[config.mk]
export PLATFORM = sky130hd
export DESIGN_NAME = bpc_de_blk_collector
export DESIGN_NICKNAME = d
export VERILOG_FILES = /design/src/rtl/bpc_pkg.sv /design/src/rtl/bpc_blk_bank.sv /design/src/rtl/bpc_de_blk_collector.sv
export SDC_FILE = /design/constraint.sdc
export NUM_CORES = 1
export LEC_CHECK = 0
export ABC_AREA = 1
export CAP_MARGIN = 20
export CORE_ASPECT_RATIO = 1.25
export CORE_MARGIN = 2
export CORE_UTILIZATION = 25
export DETAILED_ROUTE_END_ITERATION = 7
export SYNTH_ARGS = -nofsm -noshare
export SYNTH_HDL_FRONTEND = slang
export SYNTH_SLANG_ARGS = --single-unit
export TNS_END_PERCENT = 50
[constraint.sdc]
create_clock -name clk -period 6.7 [get_ports clk]
set_input_delay 0.67 -clock clk [delete_from_list [all_inputs] [get_ports clk]]
set_output_delay 0.67 -clock clk [all_outputs]
set_load 0.01 [all_outputs]
[src/rtl/bpc_pkg.sv]
// Shared constants, beat payload and framing classification for the
// bit-plane compression decoder datapath.
package bpc_pkg;

  localparam int unsigned BPC_WORD_W        = 64;
  localparam int unsigned BPC_WORDS_PER_BLK = 8;
  localparam int unsigned BPC_BEAT_W        = 128;

  typedef struct packed {
    logic [BPC_WORD_W-1:0] hi;
    logic [BPC_WORD_W-1:0] lo;
  } bpc_beat_t;

  // What the write side does with one accepted input word.
  typedef enum logic [2:0] {
    FR_STORE    = 3'd0,
    FR_FIRST    = 3'd1,
    FR_RESTART  = 3'd2,
    FR_COMPLETE = 3'd3,
    FR_ABORT    = 3'd4
  } fr_act_e;

  // A stray sop always restarts a block, so it is tested ahead of the eop rules.
  function automatic fr_act_e fr_classify(input logic at_first, input logic at_last,
                                          input logic sop, input logic eop);
    if (at_first) return (sop && !eop) ? FR_FIRST : FR_ABORT;
    if (sop)      return FR_RESTART;
    if (at_last)  return eop ? FR_COMPLETE : FR_ABORT;
    if (eop)      return FR_ABORT;
    return FR_STORE;
  endfunction

endpackage

[src/rtl/bpc_blk_bank.sv]
// Two-bank block store: one 64-bit word write port, one 128-bit beat read port.
module bpc_blk_bank
  import bpc_pkg::*;
#(
  parameter int unsigned WORDS      = BPC_WORDS_PER_BLK,
  parameter int unsigned CNT_W      = $clog2(WORDS),
  parameter int unsigned BEAT_CNT_W = (WORDS / 2 > 1) ? $clog2(WORDS / 2) : 1
) (
  input  logic                  clk,
  input  logic                  wr_en_i,
  input  logic                  wr_bank_i,
  input  logic [CNT_W-1:0]      wr_idx_i,
  input  logic [BPC_WORD_W-1:0] wr_data_i,
  input  logic                  rd_bank_i,
  input  logic [BEAT_CNT_W-1:0] rd_beat_i,
  output bpc_beat_t             rd_data_o
);

  logic [BPC_WORD_W-1:0] mem_q [2][WORDS];
  logic [CNT_W-1:0]      rd_lo_idx;
  logic [CNT_W-1:0]      rd_hi_idx;

  // Pure data storage; validity is tracked by the full flags in the parent.
  always_ff @(posedge clk) begin
    if (wr_en_i) begin
      mem_q[wr_bank_i][wr_idx_i] <= wr_data_i;
    end
  end

  assign rd_lo_idx    = CNT_W'({rd_beat_i, 1'b0});
  assign rd_hi_idx    = rd_lo_idx | CNT_W'(1);
  assign rd_data_o.lo = mem_q[rd_bank_i][rd_lo_idx];
  assign rd_data_o.hi = mem_q[rd_bank_i][rd_hi_idx];

endmodule

[src/rtl/bpc_de_blk_collector.sv]
// Checks block framing of the decompressed word stream, buffers whole blocks
// in a ping-pong store and re-emits them as indexed 128-bit beats.
module bpc_de_blk_collector
  import bpc_pkg::*;
#(
  parameter int unsigned WORDS_PER_BLK = BPC_WORDS_PER_BLK,
  parameter int unsigned IDX_W         = 16
) (
  input  logic                  clk,
  input  logic                  rst_n,
  input  logic [BPC_WORD_W-1:0] data_i,
  input  logic                  sop_i,
  input  logic                  eop_i,
  input  logic                  valid_i,
  output logic                  ready_o,
  output logic [BPC_BEAT_W-1:0] data_o,
  output logic                  sop_o,
  output logic                  eop_o,
  output logic                  valid_o,
  input  logic                  ready_i,
  output logic [IDX_W-1:0]      blk_idx_o,
  output logic                  err_o,
  input  logic                  err_clr_i
);

  localparam int unsigned BEATS      = WORDS_PER_BLK / 2;
  localparam int unsigned CNT_W      = $clog2(WORDS_PER_BLK);
  localparam int unsigned BEAT_CNT_W = (BEATS > 1) ? $clog2(BEATS) : 1;

  logic                  wr_bank_q, wr_bank_d;
  logic                  rd_bank_q, rd_bank_d;
  logic [CNT_W-1:0]      wr_cnt_q, wr_cnt_d;
  logic [BEAT_CNT_W-1:0] rd_beat_q, rd_beat_d;
  logic [1:0]            full_q, full_d;
  logic [IDX_W-1:0]      idx_q, idx_d;
  logic                  err_q, err_d;

  logic                  in_hs;
  logic                  out_hs;
  logic                  rd_last;
  logic                  err_set;
  logic                  wr_en;
  logic [CNT_W-1:0]      wr_idx;
  fr_act_e               act;
  bpc_beat_t             rd_data;

  assign ready_o = ~full_q[wr_bank_q];
  assign valid_o = full_q[rd_bank_q];
  assign in_hs   = valid_i & ready_o;
  assign out_hs  = valid_o & ready_i;
  assign rd_last = (rd_beat_q == BEAT_CNT_W'(BEATS - 1));
  assign act     = fr_classify(wr_cnt_q == '0, wr_cnt_q == CNT_W'(WORDS_PER_BLK - 1),
                               sop_i, eop_i);

  // Write-side framing and read-side release; set and clear of full hit different banks.
  always_comb begin
    wr_bank_d = wr_bank_q;
    rd_bank_d = rd_bank_q;
    wr_cnt_d  = wr_cnt_q;
    rd_beat_d = rd_beat_q;
    full_d    = full_q;
    idx_d     = idx_q;
    err_set   = 1'b0;
    wr_en     = 1'b0;
    wr_idx    = wr_cnt_q;

    if (in_hs) begin
      unique case (act)
        FR_FIRST: begin
          wr_en    = 1'b1;
          wr_idx   = '0;
          wr_cnt_d = CNT_W'(1);
        end
        FR_RESTART: begin
          wr_en    = 1'b1;
          wr_idx   = '0;
          wr_cnt_d = CNT_W'(1);
          err_set  = 1'b1;
        end
        FR_STORE: begin
          wr_en    = 1'b1;
          wr_cnt_d = wr_cnt_q + CNT_W'(1);
        end
        FR_COMPLETE: begin
          wr_en             = 1'b1;
          wr_cnt_d          = '0;
          full_d[wr_bank_q] = 1'b1;
          wr_bank_d         = ~wr_bank_q;
        end
        FR_ABORT: begin
          wr_cnt_d = '0;
          err_set  = 1'b1;
        end
        default: ;
      endcase
    end

    if (out_hs) begin
      if (rd_last) begin
        rd_beat_d         = '0;
        full_d[rd_bank_q] = 1'b0;
        rd_bank_d         = ~rd_bank_q;
        idx_d             = idx_q + IDX_W'(1);
      end else begin
        rd_beat_d = rd_beat_q + BEAT_CNT_W'(1);
      end
    end

    err_d = err_set | (err_q & ~err_clr_i);
  end

  always_ff @(posedge clk or negedge rst_n) begin
    if (!rst_n) begin
      wr_bank_q <= 1'b0;
      rd_bank_q <= 1'b0;
      wr_cnt_q  <= '0;
      rd_beat_q <= '0;
      full_q    <= 2'b00;
      idx_q     <= '0;
      err_q     <= 1'b0;
    end else begin
      wr_bank_q <= wr_bank_d;
      rd_bank_q <= rd_bank_d;
      wr_cnt_q  <= wr_cnt_d;
      rd_beat_q <= rd_beat_d;
      full_q    <= full_d;
      idx_q     <= idx_d;
      err_q     <= err_d;
    end
  end

  bpc_blk_bank #(
    .WORDS      (WORDS_PER_BLK),
    .CNT_W      (CNT_W),
    .BEAT_CNT_W (BEAT_CNT_W)
  ) u_bank (
    .clk       (clk),
    .wr_en_i   (wr_en),
    .wr_bank_i (wr_bank_q),
    .wr_idx_i  (wr_idx),
    .wr_data_i (data_i),
    .rd_bank_i (rd_bank_q),
    .rd_beat_i (rd_beat_q),
    .rd_data_o (rd_data)
  );

  // Stale bank contents are masked so the output bus reads 0 when idle.
  assign data_o    = valid_o ? rd_data : '0;
  assign sop_o     = valid_o & (rd_beat_q == '0);
  assign eop_o     = valid_o & rd_last;
  assign blk_idx_o = idx_q;
  assign err_o     = err_q;

endmodule
==> results of run 1 <==
==> through the flow <==
| step | utilization | setup WS, ns | instance area [um2] | hold slack, ns |
|---|---|---|---|---|
| 6_report | 0.300 | 1.37 | 49500 | 0.354 |
| 2_1_floorplan | - | 1.97 | 41500 | 0.374 |
| 3_3_place_gp | 0.279 | 2.12 | 46100 | 0.517 |
| 4_1_cts | 0.300 | 1.32 | 49500 | 0.293 |
| 5_1_grt | 0.300 | 1.08 | 49500 | 0.350 |
| 3_5_place_dp | 0.279 | 2.12 | 46200 | 0.518 |
==> layout make-up <==
type                       count  area, um2  area share
timing repair buffer         269       2730      0.0552
multi-input combinational   1968       9190       0.185
inverter                      25        104     0.00210
clock inverter                59        596      0.0120
clock buffer                 131       2750      0.0554
sequential                  1050      31400       0.634
antenna                        5       12.5    0.000253
tap                         2197       2750      0.0555
==> power by group <==
part           switching (mW)  internal (mW)  total, mW  leakage, nW
Sequential             0.0346           7.36       7.39         9.56
Combinational           0.323          0.112      0.435         4.57
Clock                    2.57           3.20       5.76         1.62
==> worst max-delay path: cells and delay by family (launching register included) <==
family	cells	cell delay, ns
compound gates	2	0.50
buf+inv	3	2.15
simple gates	2	0.35
flops	1	0.84
==> cells in the mapped netlist, types with 2 or more instances <==
master    count  share of area
clkbuf_1    112          0.010
xor2_1        5         0.0011
a21oi_1       8        0.00096
nor2_2        2        0.00030
nor2_4        2        0.00054
buf_1        17         0.0015
o21ai_0     405          0.049
inv_1        22         0.0020
buf_2        69         0.0083
edfxtp_1   1024           0.74
buf_4        16         0.0029
nand4_1      10         0.0015
inv_2         3        0.00027
o21ai_1     116          0.014
xnor2_1       8         0.0017
o211ai_1    128          0.023
nand2_1     199          0.018
o22ai_1     130          0.020
buf_6         2        0.00054
dfrtp_1      26          0.016
ha_1          7         0.0021
nand3_1      11         0.0013
nor2_1      931          0.084
==> flip-flops by register name (all words and copies together) (netlist names) <==
signal / flops
u_bank.mem_q: 1024
blk_idx_o: 16
wr_cnt_q: 3
full_q: 2
rd_beat_q: 2
err_o: 1
rd_bank_q: 1
wr_bank_q: 1
==> logic make-up (layout without fill, tap and decap cells) <==
| group | Yosys count | in the layout | share of synthesized area |
|---|---|---|---|
| AOI/OAI and AO/OA | 789 | 789 | 0.107 |
| DFF | 1050 | 1050 | 0.756 |
| and+or+nand+nor | 1159 | 1159 | 0.106 |
| xor gates and xnor gates | 13 | 13 | 0.00274 |
| other | 0 | 5 | 0 |
| adders and majority gates | 7 | 7 | 0.00211 |
| buffers and inverters | 241 | 484 | 0.0257 |
==> path summary, 6_finish.rpt <==
| check | start | to | slack (ns) | cells past startpoint |
|---|---|---|---|---|
| max | rd_bank_q | data_o[3] | 1.37 | 7 |
| min | rst_n | blk_idx_o[15] | 0.35 | 2 |
| max reg2reg | wr_bank_q | u_bank.mem_q[1][470] | 2.76 | 10 |
| min reg2reg | blk_idx_o[8] | blk_idx_o[8] | 0.53 | 1 |
| max in group asynchronous | rst_n | rd_beat_q[0] | 6.04 | 2 |
| min in group clk | blk_idx_o[8] | blk_idx_o[8] | 0.53 | 1 |
==> per-layer routing <==
metal,vias to the layer above,share of wire,global-route usage
li1,12111,-,-
met1,13261,0.43,0.179
met2,915,0.47,0.215
met3,163,0.074,0.0277
met4,12,0.019,0.0364
met5,-,0.00078,0
==> layout by cell type, fill, tap and decap left out, types with 11 or more instances in the layout <==
cell / instances
edfxtp_1: 1024
clkinv_1: 17
nand3_1: 11
dfrtp_1: 23
clkinv_2: 19
clkbuf_1: 25
o21ai_1: 116
buf_4: 38
nor2_4: 18
clkdlybuf4s50_1: 219
nand2_1: 199
inv_1: 22
o22ai_1: 130
o211ai_1: 128
nor2_1: 915
o21ai_0: 405
clkbuf_16: 106
==> out/results.ini, run 1 <==
[worst_setup_path]
cp_common_cell = buf_4
crit_chain = buf_4 > buf_4 > o21ai_0 > o211ai_1 > nand2_1 > nor2_1 > clkdlybuf4s50_1
worstPathRequired_ns = 6.03
crit_type = reg2out
worst_setup_path_end_kind = primary output
cpPeakStageDelay_ns = 0.84
critPathSlowestCell = dfrtp_4
crit_fanout = 90
critPathLaunchType = flop
arrival_ns = 4.66

[grt]
grt_remaining_overflow = 0
grt_pass1_vias = 25406
grt_pass1_wl_um = 169000
grt_max_degree = 137
grt_usage = 0.132
antenna_found_initial = 21

[cts]
cts-root-buf = clkbuf_16
tritoncts_num_sinks = 1050
insertion_delay_ns = 0.73
cts_tree = done
clk_pin_slew_worst_paths_ns = 0.06
clk_path_buf_depth = 3
cts_hold_buf = 0
cts_setup_buffers = 0
cts_buffers = 106
htreeDepth = 3
cts_resized = 0

[cells_and_area]
drive_above_1_share = 0.0648
syn2layout_area_growth_pct = 19.3
final_nets = 3498
stdcell_count = 5704
nFillCells = 16453

[sta]
worstMarginPinSlew_ns = 1.17
setup_tns_ns = 0
hold_viol = 0
skew_ns = 0.0360
finalSetupViolations = 0
rsz0062_at_grt = no
final_max_slew_viol_count = 0
fin_crit_sh = 0.796
fmax_ghz = 0.187
slew_headroom = 0.223
fin_crit_ns = 5.33

[die]
die_h_um = 460
start_util = 0.251
core_area_um2 = 165000
io_pins = 220
dieArea_um2 = 169000
rows = 167
die_w_um = 369

[pwr]
power_density_nw_per_um2 = 274
p_total_mw = 13.6
vdd_drop_max_uv = 213
p_leak_nw = 15.7

[place]
hpwlAfterDp_um = 63200
io_buffer_count = 219
dp_cells = 5509
gp_congestion = 0.752

[detailed_routing]
detail_route.iter0.violations = 2453
wl_um = 115000
drc = 0
drtAntennaViolNets = 0
vias = 26462
vias_per_cell = 4.64
wl_per_cell_um = 20.2
drtPass1Iterations = 5

[run_status]
status = complete, no violations

[min_path]
hold_path.class = in2async

[synthesis]
synthFlopType = edfxtp_1
syn-num-nets = 3337
ys_warn_count = 0
syn_inst = 3259
ys_types = 29
synth-seq-cells = 1050
synth_edf_count = 1024
synth.avg_cell_area_um2 = 12.7
synth-seq-area-share = 0.756
syn_area_um2 = 41500
async_flop_share = 0.0248

[run]
drv_cap = 0

Power figures use the tool's default switching activity.
==> run 2: changes to the inputs <==
clock period = 5.17 ns   (was 6.7 ns; I/O delays follow)
==> run 2 against run 1 <==
Net effect:
- register-to-register slack worse by 1.2 ns
- wire length down 2.2%
- flip-flop and latch count unchanged
- utilization up 0.15 points
- combinational power up 30%
- largest cell class unchanged
- first-iteration DRC count up 6.9%
- global-route usage down 0.36 points
- power up 30%
- clock skew down 0.016 ns
- setup slack worse by 0.69 ns
- critical path type unchanged
- largest power group unchanged
==> out/results.ini, run 2 (synthesis gave the netlist of run 1 again) <==
[min_path]
hold_path.class = in2async

[sta]
worst_slack_ns = 0.674
finalSetupViolations = 0
fin_crit_ns = 4.50
fin_crit_sh = 0.870
final_max_slew_viol_count = 0
slew_headroom = 0.276
hold_viol = 0
skew_ns = 0.0202
setup_tns_ns = 0
worstMarginPinSlew_ns = 1.09
rsz0062_at_grt = no
fmax_ghz = 0.222

[pwr]
p_sw_mw = 3.78
power_density_nw_per_um2 = 356
combinationalPowerShare = 0.032
p_seq_frac = 0.541
clkPwrFrac = 0.427
switching_share = 0.213
p_leak_nw = 15.8
p_total_mw = 17.7
power.internal_mw = 13.9
vdd_drop_max_uv = 295

[grt]
met1_usage = 0.174
grt_pass1_wl_um = 166000
grt_remaining_overflow = 0
grt-busiest-layer = met2
grt_pass1_vias = 25759
antenna_found_initial = 10
grt_use_met3 = 0.0280
grt_max_degree = 179
met2_usage = 0.210
grt_usage = 0.129

[worst_setup_path]
worstPathRequired_ns = 4.65
critPathLaunchType = flop
cp_top_family = buffers and inverters
startpoint = rd_beat_q[0]
r2r-start = wr_bank_q
critPathSlowestCell = dfrtp_4
worst_setup_path_end_kind = primary output
arrival_ns = 3.98
crit_chain = buf_12 > o21ai_0 > o211ai_1 > nand2_1 > nor2_1 > clkdlybuf4s50_1
path_buf_inv = 2
crit_fanout = 148
crit_type = reg2out
cpPeakStageDelay_ns = 0.94

[cts]
cts_resized = 0
cts_setup_buffers = 0
cts_buffers = 110
htreeDepth = 3
clk_path_buf_depth = 3
cts-root-buf = clkbuf_16
cts_hold_buf = 0
insertion_delay_ns = 0.72
tritoncts_num_sinks = 1050
clk_pin_slew_worst_paths_ns = 0.06
cts_tree = done

[cells_and_area]
fin_util = 0.301
design_area_um2 = 49800
largest_reg_flops = 1024
final_nets = 3500
drive_above_1_share = 0.0641
final_cell_mix = edfxtp_1, nor2_1, o21ai_0
layout_commonest_cell = edfxtp_1
syn2layout_area_growth_pct = 19.9
max_flop_register = u_bank.mem_q

[detailed_routing]
vias_per_cell = 4.66
wl_um = 113000
detail_route.iter0.violations = 2623
vias = 26596
drtAntennaViolNets = 0
wl_per_cell_um = 19.7
drc = 0
drtPass1Iterations = 7

[die]
start_util = 0.251
rows = 167
die_h_um = 460
dieArea_um2 = 169000
core_area_um2 = 165000
die_w_um = 369
io_pins = 220

[run]
drv_cap = 0

[place]
place_ws_ns = 1.47
io_buffer_count = 219
hpwlAfterDp_um = 60300
place_area_um2 = 46300
gp_congestion = 0.743

[run_status]
status = complete, no violations

run 2: stage by stage:
stage               instances  hold slack [ns]
floorplan                3259            0.221
global placement         5507            0.505
detailed placement       5507            0.521
CTS                      5708            0.144
global route             5709            0.187
finish                   5713            0.201
run 2: power by group through the flow:
stage / clock [mW] / combinational [mW] / sequential, mW
after floorplan: 0 / 0.243 / 9.76
after global placement: 0 / 0.567 / 9.75
after detailed placement: 0 / 0.578 / 9.76
after CTS: 7.74 / 0.579 / 9.58
after global routing: 8.06 / 0.625 / 9.59
final: 7.57 / 0.567 / 9.58
run 2: layout make-up:
type                            instances  area [um2]
Sequential cell                      1050       31400
Antenna cell                            5        12.5
Multi-Input combinational cell       1968        9190
Timing Repair Buffer                  267        2880
Inverter                               25         104
Fill cell                           16460      116000
Clock inverter                         61         552
Clock buffer                          140        2890
Tap cell                             2197        2750
run 2: worst paths after layout:
check                                       to  slack (ns)  depth (start not counted)
max                                 data_o[33]        0.67                          6
min                              blk_idx_o[12]        0.20                          2
max reg2reg                u_bank.mem_q[0][96]        1.52                          7
min reg2reg                       blk_idx_o[8]        0.53                          1
max in group asynchronous            rd_bank_q        4.64                          2
min in group clk                         err_o        0.41                          2
run 2: layer usage:
layer	vias up	part of all wire
li1	12147	-
met1	13387	0.44
met2	880	0.47
met3	176	0.072
met4	6	0.020
met5	-	0.00032
run 2: worst register-to-register path: stages, from the launching register on:
cell,delay [ns]
dfrtp_1,0.89
inv_2,0.38
nand2_1,0.20
nand3_1,0.17
nor2_4,0.23
nand4_1,0.27
nor2_4,0.70
buf_12,0.41
